<file path="src/rtl/mmio_uart_tx.sv">
// mmio_uart_tx
//   Memory-mapped 8N1 UART transmitter that sits beside the data memory on the
//   core's write path. Writes that land in its 8-byte window are captured into
//   a small TX FIFO and shifted out LSB first on owTx. A combinational status
//   word is offered to the top-level read mux whenever the read address hits
//   the window.
//
//   Register window (address bits [1:0] ignored):
//     +0 TXDATA  write: push iwWriteData[7:0] when iwWstrb[0]=1; reads as 0
//     +4 STATUS  read : {16'b0, count[7:0], 4'b0, overflow, busy, empty, full}
//                write: any nonzero strobe clears overflow
//
//   Ports
//     iwClk        system clock
//     iwRst        asynchronous active-high reset
//     iwWriteAddr  core write address
//     iwWriteData  core write data
//     iwWstrb      byte strobes, nonzero means a write this cycle
//     iwReadAddr   core read address
//     owReadData   status word (combinational from iwReadAddr)
//     owReadHit    read address falls inside the window
//     owTx         serial line, idles high
//     owBusy       frame in flight or bytes still queued
module mmio_uart_tx #(
    parameter logic [31:0] pBaseAddr  = 32'h0001_0000,
    parameter int unsigned pClkPerBit = 32'd5,
    parameter int unsigned pFifoAw    = 3
) (
    input  logic        iwClk,
    input  logic        iwRst,
    input  logic [31:0] iwWriteAddr,
    input  logic [31:0] iwWriteData,
    input  logic [3:0]  iwWstrb,
    input  logic [31:0] iwReadAddr,
    output logic [31:0] owReadData,
    output logic        owReadHit,
    output logic        owTx,
    output logic        owBusy
);

    localparam int unsigned      Depth      = 2 ** pFifoAw;
    localparam logic [31:0]      BaudReload = pClkPerBit - 32'd1;
    localparam logic [pFifoAw:0] FullCnt    = {1'b1, {pFifoAw{1'b0}}};
    localparam logic [pFifoAw:0] CntOne     = 1;
    localparam logic [pFifoAw-1:0] PtrOne   = 1;

    typedef enum logic [1:0] {
        S_IDLE,
        S_START,
        S_DATA,
        S_STOP
    } state_t;

    // FSM / serializer state
    state_t       r_state;
    state_t       w_state_nx;
    logic [31:0]  r_baud;
    logic [31:0]  w_baud_nx;
    logic [2:0]   r_bit;
    logic [2:0]   w_bit_nx;
    logic [7:0]   r_shift;
    logic [7:0]   w_shift_nx;
    logic         r_tx;
    logic         w_tx_nx;

    // FIFO state
    logic [7:0]         r_mem [Depth];
    logic [pFifoAw-1:0] r_wr_ptr;
    logic [pFifoAw-1:0] r_rd_ptr;
    logic [pFifoAw:0]   r_count;
    logic               r_ovf;

    logic        w_wr_hit;
    logic        w_push_req;
    logic        w_push;
    logic        w_pop;
    logic        w_stat_wr;
    logic        w_full;
    logic        w_empty;
    logic        w_baud_zero;
    logic        w_busy;
    logic [7:0]  w_count8;
    logic [31:0] w_status;
    logic        w_rd_hit;
    logic        w_unused;

    // Bits of the bus that the window decode deliberately ignores.
    assign w_unused = ^{iwWriteData[31:8], iwWriteAddr[1:0], iwReadAddr[1:0]};

    // Write decode
    assign w_wr_hit   = (iwWriteAddr[31:3] == pBaseAddr[31:3]);
    assign w_push_req = w_wr_hit && !iwWriteAddr[2] && iwWstrb[0];
    assign w_stat_wr  = w_wr_hit && iwWriteAddr[2] && (iwWstrb != 4'b0000);

    // Full is judged on the registered count, so a push into a full FIFO is
    // dropped even when the serializer pops in the same cycle.
    assign w_full  = (r_count == FullCnt);
    assign w_empty = (r_count == '0);
    assign w_push  = w_push_req && !w_full;

    assign w_baud_zero = (r_baud == 32'd0);
    assign w_busy      = (r_state != S_IDLE) || !w_empty;

    // Read path: purely combinational, no clock latency.
    assign w_count8   = 8'(r_count);
    assign w_status   = {16'b0, w_count8, 4'b0, r_ovf, w_busy, w_empty, w_full};
    assign w_rd_hit   = (iwReadAddr[31:3] == pBaseAddr[31:3]);
    assign owReadHit  = w_rd_hit;
    assign owReadData = (w_rd_hit && iwReadAddr[2]) ? w_status : 32'b0;

    assign owTx   = r_tx;
    assign owBusy = w_busy;

    // Next-state logic. owTx is computed one cycle ahead so the line comes
    // straight from a flop.
    always_comb begin
        w_state_nx = r_state;
        w_baud_nx  = r_baud;
        w_bit_nx   = r_bit;
        w_shift_nx = r_shift;
        w_tx_nx    = r_tx;
        w_pop      = 1'b0;

        case (r_state)
            S_IDLE: begin
                w_tx_nx = 1'b1;
                if (!w_empty) begin
                    w_pop      = 1'b1;
                    w_shift_nx = r_mem[r_rd_ptr];
                    w_baud_nx  = BaudReload;
                    w_state_nx = S_START;
                    w_tx_nx    = 1'b0;
                end
            end
            S_START: begin
                if (w_baud_zero) begin
                    w_baud_nx  = BaudReload;
                    w_bit_nx   = 3'd0;
                    w_state_nx = S_DATA;
                    w_tx_nx    = r_shift[0];
                end else begin
                    w_baud_nx = r_baud - 32'd1;
                end
            end
            S_DATA: begin
                if (w_baud_zero) begin
                    w_baud_nx = BaudReload;
                    if (r_bit == 3'd7) begin
                        w_state_nx = S_STOP;
                        w_tx_nx    = 1'b1;
                    end else begin
                        w_bit_nx   = r_bit + 3'd1;
                        w_shift_nx = {1'b0, r_shift[7:1]};
                        w_tx_nx    = r_shift[1];
                    end
                end else begin
                    w_baud_nx = r_baud - 32'd1;
                end
            end
            S_STOP: begin
                if (w_baud_zero) begin
                    w_state_nx = S_IDLE;
                    w_tx_nx    = 1'b1;
                end else begin
                    w_baud_nx = r_baud - 32'd1;
                end
            end
            default: begin
                w_state_nx = S_IDLE;
                w_tx_nx    = 1'b1;
            end
        endcase
    end

    always_ff @(posedge iwClk or posedge iwRst) begin
        if (iwRst) begin
            r_state <= S_IDLE;
            r_baud  <= '0;
            r_bit   <= '0;
            r_tx    <= 1'b1;
        end else begin
            r_state <= w_state_nx;
            r_baud  <= w_baud_nx;
            r_bit   <= w_bit_nx;
            r_tx    <= w_tx_nx;
        end
    end

    always_ff @(posedge iwClk or posedge iwRst) begin
        if (iwRst) begin
            r_wr_ptr <= '0;
            r_rd_ptr <= '0;
            r_count  <= '0;
            r_ovf    <= 1'b0;
        end else begin
            if (w_push) begin
                r_wr_ptr <= r_wr_ptr + PtrOne;
            end
            if (w_pop) begin
                r_rd_ptr <= r_rd_ptr + PtrOne;
            end
            case ({w_push, w_pop})
                2'b10:   r_count <= r_count + CntOne;
                2'b01:   r_count <= r_count - CntOne;
                default: r_count <= r_count;
            endcase
            // Overflow set and status-write clear target different offsets,
            // so they never collide in one cycle.
            if (w_push_req && w_full) begin
                r_ovf <= 1'b1;
            end else if (w_stat_wr) begin
                r_ovf <= 1'b0;
            end
        end
    end

    // Payload storage carries no reset; the control path above decides when
    // its contents are meaningful.
    always_ff @(posedge iwClk) begin
        if (w_push) begin
            r_mem[r_wr_ptr] <= iwWriteData[7:0];
        end
        r_shift <= w_shift_nx;
    end

endmodule

</file>
<file path="config.mk">
export PLATFORM = sky130hd
export DESIGN_NAME = mmio_uart_tx
export DESIGN_NICKNAME = d
export VERILOG_FILES = /design/src/rtl/mmio_uart_tx.sv
export SDC_FILE = /design/constraint.sdc
export NUM_CORES = 1
export LEC_CHECK = 0
export CAP_MARGIN = 15
export CORE_UTILIZATION = 51
export CTS_CLUSTER_SIZE = 10
export DETAILED_ROUTE_END_ITERATION = 12
export PLACE_DENSITY = 0.81
export SLEW_MARGIN = 20
export SYNTH_ARGS = -nofsm -noshare
export SYNTH_HDL_FRONTEND = slang
export SYNTH_SLANG_ARGS = --single-unit
</file>
<file path="constraint.sdc">
create_clock -name iwClk -period 3.7 [get_ports iwClk]
set_clock_uncertainty 0.2 [all_clocks]
set_input_delay 0.37 -clock iwClk [delete_from_list [all_inputs] [get_ports iwClk]]
set_output_delay 0.37 -clock iwClk [all_outputs]
set_load 0.01 [all_outputs]
</file>
==> results_tabular.tex, run 1 <==
\begin{tabular}{lr}
\hline
Metric & Value \\
\hline
\multicolumn{2}{l}{\textbf{Placement}} \\
\quad Placement Setup Slack & 0.518 ns \\
\quad Half-perimeter wire length after detailed placement & 8880 um \\
\quad Gpl congestion & 0.793 \\
\quad Count of port buffers added during placement & 84 \\
\quad Total instance count after detailed placement & 700 \\
\multicolumn{2}{l}{\textbf{Worst setup path}} \\
\quad R2r setup slk & 0.70 ns \\
\quad Startpoint class of the critical path & register \\
\quad Worst reg2reg path endpoint & r\_baud[15] \\
\quad Cell family with the largest share of critical-path delay & simple AND/OR/NAND/NOR gates \\
\quad Required time of the critical path & 3.13 ns \\
\quad Count of cells along the worst register-to-register path & 7 \\
\quad CP Capture Type & output port \\
\quad Cells along the critical path & nor4\_1, and2\_1, clkinv\_1, clkdlybuf4s50\_1 \\
\quad Critical path's largest stage delay & 0.62 ns \\
\quad R2r startpoint & r\_count[0] \\
\quad Data arrival time of the critical path & 2.77 ns \\
\quad CP max stage cell & sky130\_fd\_sc\_hd\_\_nor4\_1 \\
\quad Maximum fanout encountered on the critical timing path & 7 \\
\quad Crit path buffers/inverters & 2 \\
\quad Type of the worst setup path & reg -> out \\
\multicolumn{2}{l}{\textbf{CTS}} \\
\quad Total of cells resized after clock tree synthesis & 0 \\
\quad Post-CTS setup-driven buffer insertion count & 0 \\
\quad Source-to-sink clock delay at the later pin of the worst-skew pair & 0.41 ns \\
\quad Register clock-pin slew on the reported worst setup and hold paths & 0.06 ns \\
\quad Sinks on Clock Net & 121 \\
\quad Clock root buffer & sky130\_fd\_sc\_hd\_\_clkbuf\_16 \\
\quad Clock buffers created by TritonCTS & 17 \\
\quad Worst-case clock buffer depth & 2 \\
\quad Maximum level of the CTS H-tree & 4 \\
\quad Post-CTS Hold Fix Bufs & 0 \\
\quad CTS tree & built \\
\multicolumn{2}{l}{\textbf{Run}} \\
\quad Max-cap violation count & 0 \\
\multicolumn{2}{l}{\textbf{GRT}} \\
\quad Vias in the first global route & 4,320 \\
\quad Largest net degree at the start of global routing & 50 \\
\quad First-pass GRT wire length & 21,500 um \\
\quad Number of antenna violations at the first check in global routing & 0 \\
\quad Remaining global-route overflow & 0 \\
\quad All-Layer GR Usage & 22.5\% \\
\multicolumn{2}{l}{\textbf{Routing}} \\
\quad WL met1 & 5400 um \\
\quad Initial detailed-routing violation count & 311 \\
\quad Vias per std cell & 5.83 \\
\quad Drc violations & 0 \\
\quad Highest metal layer with signal wires & met4 \\
\quad Drt total wl & 13,100 um \\
\quad Number of routed nets with antenna violations & 0 \\
\quad Routed vias & 4,271 \\
\quad Amount of wire on met2 after detailed routing & 7110 um \\
\quad Detailed-routing iteration count for the pre-antenna-repair pass & 4 \\
\quad Post-DR wirelength/cell & 18.0 um \\
\quad Routed wl met3 & 477 um \\
\multicolumn{2}{l}{\textbf{Die}} \\
\quad Starting density of the core & 52.4\% \\
\quad FP Rows & 39 \\
\quad Core footprint & 0.0115 mm2 \\
\quad I/O pin count & 137 \\
\quad Die area & 0.0122 mm2 \\
\quad Vert. Die Dim & 111 um \\
\quad Die span in x & 111 um \\
\multicolumn{2}{l}{\textbf{STA}} \\
\quad Final hold viol count & 0 \\
\quad Actual transition at the worst max-transition pin & 0.870 ns \\
\quad Final critical-path share of the clock period & 90.2\% \\
\quad Shortest clock period the worst path allows after layout & 3.34 ns \\
\quad Total setup violations reported at the end of the flow & 0 \\
\quad Worst slew margin & 41.9\% \\
\quad Unrepaired setup endpoints after global routing & no \\
\quad Fmax & 300 MHz \\
\quad Number of max-slew violations in the final report & 0 \\
\quad Final setup slack of the worst path & 0.364 ns \\
\quad Setup Total Neg Slack & 0 ns \\
\multicolumn{2}{l}{\textbf{Cells and area}} \\
\quad Area of the multi-input gates & 0.00239 mm2 \\
\quad Synthesis-to-layout area growth & 25.7\% \\
\quad Post-layout net count & 691 \\
\quad Diodes inserted & 0 \\
\quad Final non-filler cell total & 732 \\
\quad Sequential standard cell area & 0.00339 mm2 \\
\quad Share of cells above drive strength 1 & 16.1\% \\
\quad Fill cell total of the finished layout & 802 \\
\quad Final core utilization & 65.9\% \\
\multicolumn{2}{l}{\textbf{Synthesis}} \\
\quad Number of synthesized flops with an enable pin & 72 \\
\quad Cell count after synthesis & 481 \\
\quad Async set-or-reset flop fraction in the synthesized netlist & 40.5\% \\
\quad Summed instance area of the synthesized netlist & 0.00601 mm2 \\
\quad Warnings, synthesis & 0 \\
\quad Avg Cell Area, Syn & 12.5 um2 \\
\quad Synth unique cells & 63 \\
\quad Number of synthesized register bits & 121 \\
\quad Top FF cell, synth & sky130\_fd\_sc\_hd\_\_edfxtp\_1 \\
\quad Register area share after synthesis & 56.4\% \\
\multicolumn{2}{l}{\textbf{Pwr}} \\
\quad Leakage Power & 2.92 nW \\
\quad Highest ir drop seen on vdd & 457 uV \\
\quad Pwr/cell area & 444 mW/mm2 \\
\multicolumn{2}{l}{\textbf{Outcome}} \\
\quad Run status & complete, no violations \\
\multicolumn{2}{l}{\textbf{Min path}} \\
\quad Min-delay worst type & in -> async \\
\hline
\end{tabular}
==> worst max-delay path by stage <==
stage               startpoint  slack [ns]  cells after the start     endpoint
4_1_cts             r_count[1]        0.36                      4       owBusy
3_5_place_dp   iwWriteAddr[11]        0.52                     12   r_count[2]
6_report            r_count[0]        0.36                      4       owBusy
2_1_floorplan   iwWriteAddr[7]        0.83                      6  r_mem[4][0]
3_3_place_gp   iwWriteAddr[11]        0.61                     12   r_count[2]
5_1_grt             r_count[1]        0.28                      4       owBusy
==> final cells by class <==
class / count / share of cell area, %
flip-flops and latches: 121 / 44.8
clock inverters: 15 / 2.37
clock buffers: 17 / 5.63
multi-input cells: 327 / 31.7
well taps: 143 / 2.37
repair buffers: 99 / 12.6
inverters: 10 / 0.513
==> power by group <==
part	total (mW)	switching (mW)	internal (mW)
Combinational	0.230	0.116	0.114
Sequential	1.44	0.00559	1.44
Clock	1.68	0.659	1.02
==> Yosys cell counts, types with 7 or more instances <==
master	number	area (um2)
sky130_fd_sc_hd__o21ai_0	20	100
sky130_fd_sc_hd__xor2_1	8	70.1
sky130_fd_sc_hd__or3_1	11	68.8
sky130_fd_sc_hd__ha_1	13	163
sky130_fd_sc_hd__nand4_1	10	62.6
sky130_fd_sc_hd__mux4_2	16	360
sky130_fd_sc_hd__o31ai_1	11	82.6
sky130_fd_sc_hd__or4_1	11	82.6
sky130_fd_sc_hd__dfrtp_1	48	1200
sky130_fd_sc_hd__inv_1	9	33.8
sky130_fd_sc_hd__buf_4	26	195
sky130_fd_sc_hd__nand2_1	23	86.3
sky130_fd_sc_hd__nor2_1	21	78.8
sky130_fd_sc_hd__a21oi_1	28	140
sky130_fd_sc_hd__nor3_1	14	70.1
sky130_fd_sc_hd__clkbuf_1	9	33.8
sky130_fd_sc_hd__nor4_1	20	125
sky130_fd_sc_hd__edfxtp_1	72	2160
sky130_fd_sc_hd__mux2i_1	8	80.1
sky130_fd_sc_hd__nor4b_1	7	61.3
sky130_fd_sc_hd__or2_2	9	56.3
==> layout by cell type (no fill, tap or decap), drive strengths merged, types with 2 or more instances in the layout <==
cell,synthesis,routed
a22o,3,3
or3,14,14
o21ba,3,3
clkdlybuf4s50,0,84
nor4b,7,7
or4,14,14
nor4,22,22
nand3,2,2
o41ai,5,5
dfrtp,48,48
mux4,16,16
o21ai,21,21
nand2b,2,2
o31ai,11,11
xor2,8,8
bufinv,0,2
nor3,14,14
buf,36,15
nor2b,4,4
inv,9,17
mux2,5,5
o2bb2ai,2,2
conb,1,24
mux2i,8,8
ha,13,13
edfxtp,72,72
o21a,2,2
and3,6,6
nor2,21,21
clkbuf,10,17
o211ai,4,4
nand3b,4,4
a21oi,28,28
xnor2,5,5
or2,11,11
nand2,23,23
nand4,10,10
clkinv,1,5
==> metrics by stage <==
step | hold WS (ns) | area [um2] | power [mW]
2_1_floorplan | 0.252 | 6100 | 1.60
3_3_place_gp | 0.301 | 6950 | 1.69
3_5_place_dp | 0.319 | 6950 | 1.70
4_1_cts | 0.336 | 7560 | 3.36
5_1_grt | 0.311 | 7560 | 3.45
6_report | 0.239 | 7560 | 3.35
==> cell families after synthesis <==
logic type      after synthesis  share of synthesized area, %
mux                          29                          8.26
simple gates                159                          15.8
buf+inv                      56                          5.26
flops                       121                          56.4
xor+xnor                     13                          1.89
fa+ha+maj                    13                          2.71
compound gates               89                          9.70
other cells                   1                        0.0624
==> sequential cells by signal, summed over array words and instances, names as in the netlist, 2 cells and up <==
| signal | cells |
|---|---|
| r_count | 4 |
| r_mem | 64 |
| r_baud | 32 |
| r_wr_ptr | 3 |
| r_shift | 8 |
| r_state | 2 |
| r_bit | 3 |
| r_rd_ptr | 3 |
==> layer usage <==
metal / track usage [%] / up-vias
met5: 0 / -
met4: 7.29 / 0
met3: 4.94 / 16
met2: 40.2 / 129
met1: 26.9 / 2113
li1: - / 2013
(Power assumes the default switching activity.)
==> run 2: changes to the inputs <==
--- a/config.mk
+++ b/config.mk
@@ -9,6 +9,7 @@
 export CORE_UTILIZATION = 51
 export CTS_CLUSTER_SIZE = 10
 export DETAILED_ROUTE_END_ITERATION = 12
+export GPL_TIMING_DRIVEN = 0
 export PLACE_DENSITY = 0.81
 export SLEW_MARGIN = 20
 export SYNTH_ARGS = -nofsm -noshare
==> run 2 against run 1 <==
Hold slack got worse by 0.13 ns. Largest power group unchanged. Flip-flop and latch count did not move. Die area did not move. Sequential power barely moved. First-iteration DRC count rose by 22%. Fmax fell by 5.4%. Final cell count rose by 5.2%. Design area rose by 3.6%. Non-clock buffer count rose by 38. Highest routed layer unchanged. Total power rose by 1.0%. Via count rose by 5.6%. Combinational power rose by 12%.
==> results_tabular.tex, run 2 (synthesis results as in run 1) <==
\begin{tabular}{lr}
\hline
Metric & Value \\
\hline
\multicolumn{2}{l}{\textbf{Outcome}} \\
\quad Run status & complete, no violations \\
\multicolumn{2}{l}{\textbf{Die}} \\
\quad FP Rows & 39 (unchanged) \\
\quad Die span in x & 111 um (unchanged) \\
\quad Core footprint & 0.0115 mm2 (unchanged) \\
\quad Vert. Die Dim & 111 um (unchanged) \\
\quad Starting density of the core & 52.4\% (unchanged) \\
\quad Die area & 0.0122 mm2 (unchanged) \\
\quad I/O pin count & 137 (unchanged) \\
\multicolumn{2}{l}{\textbf{GRT}} \\
\quad Largest net degree at the start of global routing & 28 (-44\%) \\
\quad First-pass GRT wire length & 22,700 um (+5.3\%) \\
\quad Number of antenna violations at the first check in global routing & 0 (unchanged) \\
\quad All-Layer GR Usage & 23.8\% (+1.3 points) \\
\quad Remaining global-route overflow & 0 (unchanged) \\
\quad Vias in the first global route & 4,588 (+6.2\%) \\
\multicolumn{2}{l}{\textbf{Cells and area}} \\
\quad Top Registers & r\_mem (64), r\_baud (32), r\_shift (8) \\
\quad Post-layout net count & 729 (+5.5\%) \\
\quad Synthesis-to-layout area growth & 30.2\% \\
\quad Commonest non-fill, non-tap cells in the layout & sky130\_fd\_sc\_hd\_\_clkdlybuf4s50\_1, sky130\_fd\_sc\_hd\_\_edfxtp\_1, sky130\_fd\_sc\_hd\_\_dfrtp\_1 \\
\quad Most frequent standard cell in the layout excluding fill and tap cells & sky130\_fd\_sc\_hd\_\_clkdlybuf4s50\_1 \\
\quad Diodes inserted & 0 (unchanged) \\
\quad Register bank with the most flops & r\_mem \\
\quad Post-route standard cell area excluding fillers & 0.00783 mm2 (+3.6\%) \\
\quad Number of flip-flops in the largest register & 64 (unchanged) \\
\quad Fill cell total of the finished layout & 813 (+1.4\%) \\
\quad Share of cells above drive strength 1 & 20.4\% (+4.3 points) \\
\multicolumn{2}{l}{\textbf{STA}} \\
\quad Final critical-path share of the clock period & 95.3\% (+5.2 points) \\
\quad Number of max-slew violations in the final report & 0 (unchanged) \\
\quad Shortest clock period the worst path allows after layout & 3.53 ns (+0.191 ns) \\
\quad Worst slew margin & 40.6\% (-1.4 points) \\
\quad Final hold viol count & 0 (unchanged) \\
\quad Actual transition at the worst max-transition pin & 0.892 ns (+0.0217 ns) \\
\quad Total setup violations reported at the end of the flow & 0 (unchanged) \\
\quad Unrepaired setup endpoints after global routing & no \\
\quad Setup Total Neg Slack & 0 ns (unchanged) \\
\quad Fmax & 284 MHz (-5.4\%) \\
\multicolumn{2}{l}{\textbf{Routing}} \\
\quad Drc violations & 0 (unchanged) \\
\quad WL met1 & 5350 um (-0.82\%) \\
\quad Amount of wire on met2 after detailed routing & 7400 um (+4.2\%) \\
\quad Number of routed nets with antenna violations & 0 (unchanged) \\
\quad Highest metal layer with signal wires & met4 \\
\quad Vias per std cell & 5.86 (+0.36\%) \\
\quad Detailed-routing iteration count for the pre-antenna-repair pass & 5 (+1) \\
\quad Initial detailed-routing violation count & 379 (+22\%) \\
\quad Post-DR wirelength/cell & 17.9 um (-0.44\%) \\
\quad Routed wl met3 & 689 um (+44\%) \\
\quad Drt total wl & 13,800 um (+4.7\%) \\
\quad Routed vias & 4,509 (+5.6\%) \\
\multicolumn{2}{l}{\textbf{Worst setup path}} \\
\quad Data arrival time of the critical path & 2.96 ns (+0.19 ns) \\
\quad Maximum fanout encountered on the critical timing path & 9 (+2) \\
\quad Type of the worst setup path & reg -> out \\
\quad Count of cells along the worst register-to-register path & 10 (+3) \\
\quad R2r startpoint & r\_count[1] \\
\quad Startpoint class of the critical path & register \\
\quad Worst reg2reg path endpoint & r\_baud[2] \\
\quad CP Capture Type & output port \\
\quad Required time of the critical path & 3.13 ns (about the same) \\
\quad R2r setup slk & 0.33 ns (-0.37 ns) \\
\multicolumn{2}{l}{\textbf{Placement}} \\
\quad Placed standard-cell area & 0.00723 mm2 (+3.9\%) \\
\quad Gpl congestion & 0.861 (+8.6\%) \\
\quad Count of port buffers added during placement & 84 (unchanged) \\
\quad Half-perimeter wire length after detailed placement & 9800 um (+10\%) \\
\multicolumn{2}{l}{\textbf{CTS}} \\
\quad Clock buffers created by TritonCTS & 17 (unchanged) \\
\quad Sinks on Clock Net & 121 (unchanged) \\
\quad Clock root buffer & sky130\_fd\_sc\_hd\_\_clkbuf\_16 \\
\quad Maximum level of the CTS H-tree & 4 (unchanged) \\
\quad Register clock-pin slew on the reported worst setup and hold paths & 0.06 ns (about the same) \\
\quad Post-CTS setup-driven buffer insertion count & 0 (unchanged) \\
\quad Total of cells resized after clock tree synthesis & 0 (unchanged) \\
\quad Source-to-sink clock delay at the later pin of the worst-skew pair & 0.42 ns (about the same) \\
\quad Post-CTS Hold Fix Bufs & 0 (unchanged) \\
\quad CTS tree & built \\
\quad Worst-case clock buffer depth & 2 (unchanged) \\
\multicolumn{2}{l}{\textbf{Pwr}} \\
\quad Leakage Power & 3.07 nW (+5.4\%) \\
\quad Highest ir drop seen on vdd & 415 uV (-9.3\%) \\
\quad Pwr/cell area & 433 mW/mm2 (-2.5\%) \\
\multicolumn{2}{l}{\textbf{Min path}} \\
\quad Min-delay worst type & in -> async \\
\multicolumn{2}{l}{\textbf{Run}} \\
\quad Max-cap violation count & 0 (unchanged) \\
\hline
\end{tabular}
-- run 2: cell count changes in the layout (fill, tap and decap cells not counted), sizes merged --
cell      delta
buf         +28
clkbuf      +10
inv          +1
clkinvlp     -1
-- run 2: worst max-delay path by stage --
stage          cells past startpoint  slack (ns)          end            start
6_report                           6        0.17       owBusy       r_count[1]
2_1_floorplan                      6        0.83  r_mem[4][0]   iwWriteAddr[7]
5_1_grt                            6       0.008       owBusy       r_count[1]
4_1_cts                            6        0.16       owBusy       r_count[1]
3_3_place_gp                       7       -0.38  r_mem[4][3]  iwWriteAddr[11]
3_5_place_dp                      13        0.11   r_count[2]   iwWriteAddr[3]
-- run 2: cell type report --
class                           count  area (um2)  share of cell area [%]
Sequential cell                   121        3390                    43.3
Buffer                             46         279                    3.56
Timing Repair Buffer               91         901                    11.5
Clock buffer                       17         425                    5.43
Tap cell                          143         179                    2.29
Multi-Input combinational cell    327        2440                    31.2
Clock inverter                     15         178                    2.27
Inverter                           10        37.5                   0.479
-- run 2: per-stage QoR --
| stage | power (mW) | setup slack, ns | utilization [%] | std cells | hold slack (ns) |
|---|---|---|---|---|---|
| 2_1_floorplan | 1.60 | 0.830 | - | 504 | 0.252 |
| 3_3_place_gp | 1.71 | -0.384 | 62.1 | 731 | 0.302 |
| 3_5_place_dp | 1.72 | 0.106 | 63.0 | 738 | 0.316 |
| 4_1_cts | 3.39 | 0.159 | 68.3 | 770 | 0.126 |
| 5_1_grt | 3.48 | 0.00807 | 68.3 | 770 | 0.168 |
| 6_report | 3.39 | 0.173 | 68.3 | 770 | 0.107 |
-- run 2: per-layer routing --
layer,up-vias,GRT usage [%]
li1,2090,-
met1,2230,28.1
met2,163,41.4
met3,26,5.87
met4,0,9.87
met5,-,0
-- run 2: worst max-delay path, stage by stage (launching register included) --
cell	delay (ns)
sky130_fd_sc_hd__dfrtp_1	0.35
sky130_fd_sc_hd__buf_2	0.16
sky130_fd_sc_hd__nor4_1	0.53
sky130_fd_sc_hd__and2_1	0.21
sky130_fd_sc_hd__clkbuf_1	0.32
sky130_fd_sc_hd__clkinv_1	0.37
sky130_fd_sc_hd__clkdlybuf4s50_1	0.58
-- run 2: power by group --
| group | internal (mW) | switching [mW] | total [mW] | leakage, nW |
|---|---|---|---|---|
| clock network | 1.02 | 0.667 | 1.69 | 0.299 |
| logic | 0.132 | 0.126 | 0.258 | 1.45 |
| registers | 1.44 | 0.00569 | 1.44 | 1.33 |
